[src/rtl/load_store_unit.sv]
// Load/store unit: IDLE/READ/WRITE/RESP sequencer between a core request port and a byte-addressed memory.
// Optional macro LSU_MISALIGN_TRAP_EN turns misaligned halfword/word accesses into errors.
module load_store_unit #(
    parameter int ADDR_LIMIT = 1024
) (
    input  logic        clk,
    input  logic        resetn,
    input  logic        req_valid,
    output logic        req_ready,
    input  logic        req_write,
    input  logic [1:0]  req_size,
    input  logic        req_unsigned,
    input  logic [31:0] req_addr,
    input  logic [31:0] req_wdata,
    output logic        rsp_valid,
    output logic [31:0] rsp_rdata,
    output logic        rsp_err,
    output logic [31:0] mem_addr,
    output logic [31:0] mem_wdata,
    output logic        mem_we,
    output logic        mem_re,
    input  logic [31:0] mem_rdata
);

    typedef enum logic [1:0] {
        IDLE  = 2'd0,
        READ  = 2'd1,
        WRITE = 2'd2,
        RESP  = 2'd3
    } state_t;

    state_t state;
    state_t next_state;

    logic        write_q;
    logic [1:0]  size_q;
    logic        unsigned_q;
    logic [31:0] addr_q;
    logic [31:0] wdata_q;
    logic        err_q;
    logic [31:0] rdata_q;

    logic [2:0]  access_bytes;
    logic [32:0] end_addr;
    logic        misaligned;
    logic        req_error;
    logic        accept;
    logic [31:0] load_data;

    always_comb begin
        case (req_size)
            2'b00:   access_bytes = 3'd1;
            2'b01:   access_bytes = 3'd2;
            default: access_bytes = 3'd4;
        endcase
    end

    // Computed in 33 bits so an address near 2^32 cannot wrap below the limit.
    assign end_addr = {1'b0, req_addr} + {30'b0, access_bytes};

`ifdef LSU_MISALIGN_TRAP_EN
    assign misaligned = ((req_size == 2'b01) && req_addr[0]) ||
                        ((req_size == 2'b10) && (req_addr[1:0] != 2'b00));
`else
    assign misaligned = 1'b0;
`endif

    assign req_error = (req_size == 2'b11) || (end_addr > 33'(ADDR_LIMIT)) || misaligned;
    assign accept    = req_valid && (state == IDLE);

    always_ff @(posedge clk) begin
        if (!resetn) begin
            state <= IDLE;
        end else begin
            state <= next_state;
        end
    end

    always_ff @(posedge clk) begin
        if (!resetn) begin
            write_q    <= 1'b0;
            size_q     <= 2'b00;
            unsigned_q <= 1'b0;
            addr_q     <= 32'h0;
            wdata_q    <= 32'h0;
            err_q      <= 1'b0;
            rdata_q    <= 32'h0;
        end else begin
            if (accept) begin
                write_q    <= req_write;
                size_q     <= req_size;
                unsigned_q <= req_unsigned;
                addr_q     <= req_addr;
                wdata_q    <= req_wdata;
                err_q      <= req_error;
            end
            if (state == READ) begin
                rdata_q <= mem_rdata;
            end
        end
    end

    always_comb begin
        case (size_q)
            2'b00:   load_data = unsigned_q ? {24'h0, rdata_q[7:0]}
                                            : {{24{rdata_q[7]}}, rdata_q[7:0]};
            2'b01:   load_data = unsigned_q ? {16'h0, rdata_q[15:0]}
                                            : {{16{rdata_q[15]}}, rdata_q[15:0]};
            default: load_data = rdata_q;
        endcase
    end

    always_comb begin
        next_state = state;
        case (state)
            IDLE: begin
                if (req_valid) begin
                    if (req_error) begin
                        next_state = RESP;
                    end else if (!req_write || (req_size != 2'b10)) begin
                        next_state = READ;
                    end else begin
                        next_state = WRITE;
                    end
                end
            end
            READ:    next_state = write_q ? WRITE : RESP;
            WRITE:   next_state = RESP;
            RESP:    next_state = IDLE;
            default: next_state = IDLE;
        endcase
    end

    always_comb begin
        req_ready = 1'b0;
        rsp_valid = 1'b0;
        rsp_rdata = 32'h0;
        rsp_err   = 1'b0;
        mem_addr  = 32'h0;
        mem_wdata = 32'h0;
        mem_we    = 1'b0;
        mem_re    = 1'b0;
        case (state)
            IDLE: req_ready = 1'b1;
            READ: begin
                mem_re   = 1'b1;
                mem_addr = addr_q;
            end
            WRITE: begin
                // Gated by resetn so a reset edge landing in WRITE cannot commit the store.
                mem_we   = resetn;
                mem_addr = addr_q;
                case (size_q)
                    2'b00:   mem_wdata = {rdata_q[31:8], wdata_q[7:0]};
                    2'b01:   mem_wdata = {rdata_q[31:16], wdata_q[15:0]};
                    default: mem_wdata = wdata_q;
                endcase
            end
            RESP: begin
                rsp_valid = 1'b1;
                rsp_err   = err_q;
                if (!err_q && !write_q) begin
                    rsp_rdata = load_data;
                end
            end
            default: ;
        endcase
    end

endmodule

[config.mk]
export PLATFORM = sky130hd
export DESIGN_NAME = load_store_unit
export DESIGN_NICKNAME = d
export VERILOG_FILES = /design/src/rtl/load_store_unit.sv
export SDC_FILE = /design/constraint.sdc
export NUM_CORES = 1
export LEC_CHECK = 0
export BUFFER_PORTS_ARGS = -buffer_cell sky130_fd_sc_hd__buf_2
export CAP_MARGIN = 20
export CORE_ASPECT_RATIO = 0.75
export CORE_MARGIN = 10
export CORE_UTILIZATION = 50
export DETAILED_ROUTE_END_ITERATION = 10
export PLACE_DENSITY_LB_ADDON = 0.15
export RECOVER_POWER = 25
export SYNTH_ARGS = -nofsm -noshare
export SYNTH_HDL_FRONTEND = slang
export SYNTH_SLANG_ARGS = --single-unit
[constraint.sdc]
create_clock -name clk -period 3.6 [get_ports clk]
set_input_delay 0.72 -clock clk [delete_from_list [all_inputs] [get_ports clk]]
set_output_delay 0.72 -clock clk [all_outputs]
set_load 0.005 [all_outputs]
==> impl_metrics.ini <==
[min_path]
worstHoldStart = addr_q[6]
hp-class = reg2reg
hold_depth = 2
holdPathEnd = addr_q[6]

[routing]
firstDrtPassIters = 5
ant_nets = 0
wl_um = 17600
wire_per_inst_um = 16.8
avgViaCountPerCell = 5.25
vias = 5491
drc = 0
drt_iter0_drc = 308

[yosys]
netlist.area_leader.share_pct = 36.0
synthXorXnorAreaFrac_pct = 1.53
synthAdderAreaFrac_pct = 1.88
synth_cell_types = 57
yosys.area_share.simple_pct = 29.5
syn_area_per_cell_um2 = 7.91
synthCells = 723
synth-seq-area-share_pct = 36.0
ys_seq_elements = 103
synth-compound-area-share_pct = 16.8
ys_top_cells_by_area = dfxtp_1 (36%), nand2_1 (11%), a21boi_0 (10%), mux2i_1 (8.9%), nor2b_1 (5.4%)
synth_flop_cell = dfxtp_1
synth_top_cell_by_area = dfxtp_1
synth_edf_count = 0
syn_nets = 834
synth_top_family_by_area = simple AND/OR/NAND/NOR gates
synth_mux_area_share_pct = 9.12
async_reset_ff_share_pct = 0
syn_area_um2 = 5720
yosys_warnings = 0

[setup_path]
max_stage_delay_ns = 0.47
rrSetupSlack_ns = 1.47
cp-start-kind = input pin
crit_type = in2reg
cp.required_ns = 3.81
crit_chain = buf_2, nor2_1, ha_1, fa_1, a21oi_1, o21ai_0, a2111oi_2, a31o_2, nand4_1, nor4b_1, a21oi_1
crit_top_cell = a21oi_1
rr_worst_depth = 6
critPathCaptureType = register
crit_fanout = 6
rr_startpoint = state[1]
critPathSlowestCell = a21oi_1
r2r_end = err_q
arrival_ns = 3.51

[status]
violations = max-capacitance violations, max-slew violations
status = finished, violations left

[cts]
cts_tree = yes
clk_pin_slew_ns = 0.08
insertion_delay_ns = 0.35
htree_levels = 3
cts-resized-gates = 0
hold_buffers = 0
cts_made_buffers = 9
postCtsSetupBuffers = 0
cts-root-buf = clkbuf_16
cts_buffer_depth = 2
clock_sinks = 103

[finish]
mostFrequentLayoutCell = buf_2
final_cell_mix = buf_2 (202), nand2_1 (174), dfxtp_1 (103), a21boi_0 (77), mux2i_1 (51)
fin_nets = 1012
n_antenna_cell = 0
drive_gt1_share_pct = 26.9
final_util_pct = 64.1
stdcell_count = 1046
regArea_um2 = 2060
areaGrowthSynthToFinish_pct = 24.0
multi_input_comb_area_um2 = 3380
final.fill_count = 1015

[global_routing]
grt_usage_pct = 21.2
grt_overflow_total = 0
grt_pass1_wl_um = 28200
antenna_found_initial = 0
grt_max_degree = 105
grt_pass1_vias = 5427

[power_and_ir_drop]
max-vdd-ir-drop_uv = 332
finalPower_mw = 3.77
p_leak_nw = 3.08
power_density_nw_per_um2 = 532

[placement]
routabilityCongestion = 0.899
io_buffers = 203
dp.cells = 1030
placement.setup.worst_slack_ns = 0.0519
place_hpwl_um = 13200

[floorplan]
initial_core_util_pct = 51.7
die_x_um = 144
rows = 33
die-area_um2 = 16200
die_y_um = 113
io_pins = 204
core-area_um2 = 11100

[sta]
setup_violations = 0
min_period_ns = 3.31
finalClockSkew_ns = 0.00770
slew_headroom_pct = -11.5
maxSlewViolCount = 105
setup_ws_ns = 0.293
hold_viol = 0
fmax_ghz = 0.302
rsz0062_at_grt = no
fin_setup_tns_ns = 0
post-route-period-util_pct = 91.9
worstMarginPinSlew_ns = 1.67

[run]
maxCapViolations = 1
==> Yosys cell counts (7+ instances only) <==
library cell  instances
and2_1               44
nor2b_1              49
ha_1                  7
inv_1                27
nand3_1              13
nand2_1             175
a21boi_0             77
nor2_1               14
a21oi_1              30
and3_1                8
nand4_1               9
clkbuf_1             42
mux2i_1              51
dfxtp_1             103
==> sequential cells by signal, summed over array words and instances (netlist names) <==
signal,count
addr_q,32
err_q,1
wdata_q,32
unsigned_q,1
write_q,1
size_q,2
state,2
rdata_q,32
==> kinds of logic after synthesis <==
kind of cell / Yosys count
compound gates: 138
xor+xnor: 10
fa+ha+maj: 8
buf+inv: 73
flops: 103
mux: 52
simple gates: 339
==> how the worst max path moves through the flow <==
stage | from | endpoint | slack, ns | cells after the start
2_1_floorplan | req_size[0] | state[0] | 0.58 | 10
3_3_place_gp | req_size[1] | err_q | 0.21 | 11
3_5_place_dp | req_size[1] | err_q | 0.05 | 11
4_1_cts | req_size[1] | err_q | 0.41 | 11
5_1_grt | req_size[1] | err_q | 0.1 | 11
6_report | req_size[1] | err_q | 0.29 | 11
==> power by group <==
| part | total [mW] | switching (mW) | internal (mW) |
|---|---|---|---|
| Combinational | 1.35 | 0.809 | 0.544 |
| Clock | 0.939 | 0.462 | 0.477 |
| Sequential | 1.48 | 0.132 | 1.35 |
| Total | 3.77 | 1.40 | 2.37 |
==> critical path: cells and delay by family <==
family	cells	cell delay (ns)
AOI/OAI and AO/OA	5	1.39
adders and majority gates	2	0.64
buffers and inverters	1	0.14
and+or+nand+nor	3	0.60
==> area by class of cell <==
| cell class | instances | share of cell area (%) |
|---|---|---|
| Inverter | 27 | 1.43 |
| Clock buffer | 9 | 3.17 |
| Timing Repair Buffer | 213 | 15.5 |
| Tap cell | 140 | 2.47 |
| Sequential cell | 103 | 29.1 |
| Multi-Input combinational cell | 547 | 47.6 |
| Clock inverter | 7 | 0.793 |
==> routing by layer <==
metal / GRT usage [%] / vias to the layer above / share of wire [%]
met3: 7.41 / 13 / 9.7
li1: - / 2769 / -
met4: 4.21 / 0 / 0.88
met2: 31.9 / 197 / 44
met1: 28.8 / 2512 / 46
met5: 0 / - / 0
==> stage by stage <==
| step | instance area [um^2] | hold WS, ns |
|---|---|---|
| after floorplan | 5720 | 0.439 |
| after global placement | 6820 | 0.447 |
| after detailed placement | 6820 | 0.456 |
| after CTS | 7100 | 0.466 |
| after global routing | 7100 | 0.487 |
| final | 7100 | 0.464 |
Power figures use the tool's default switching activity.
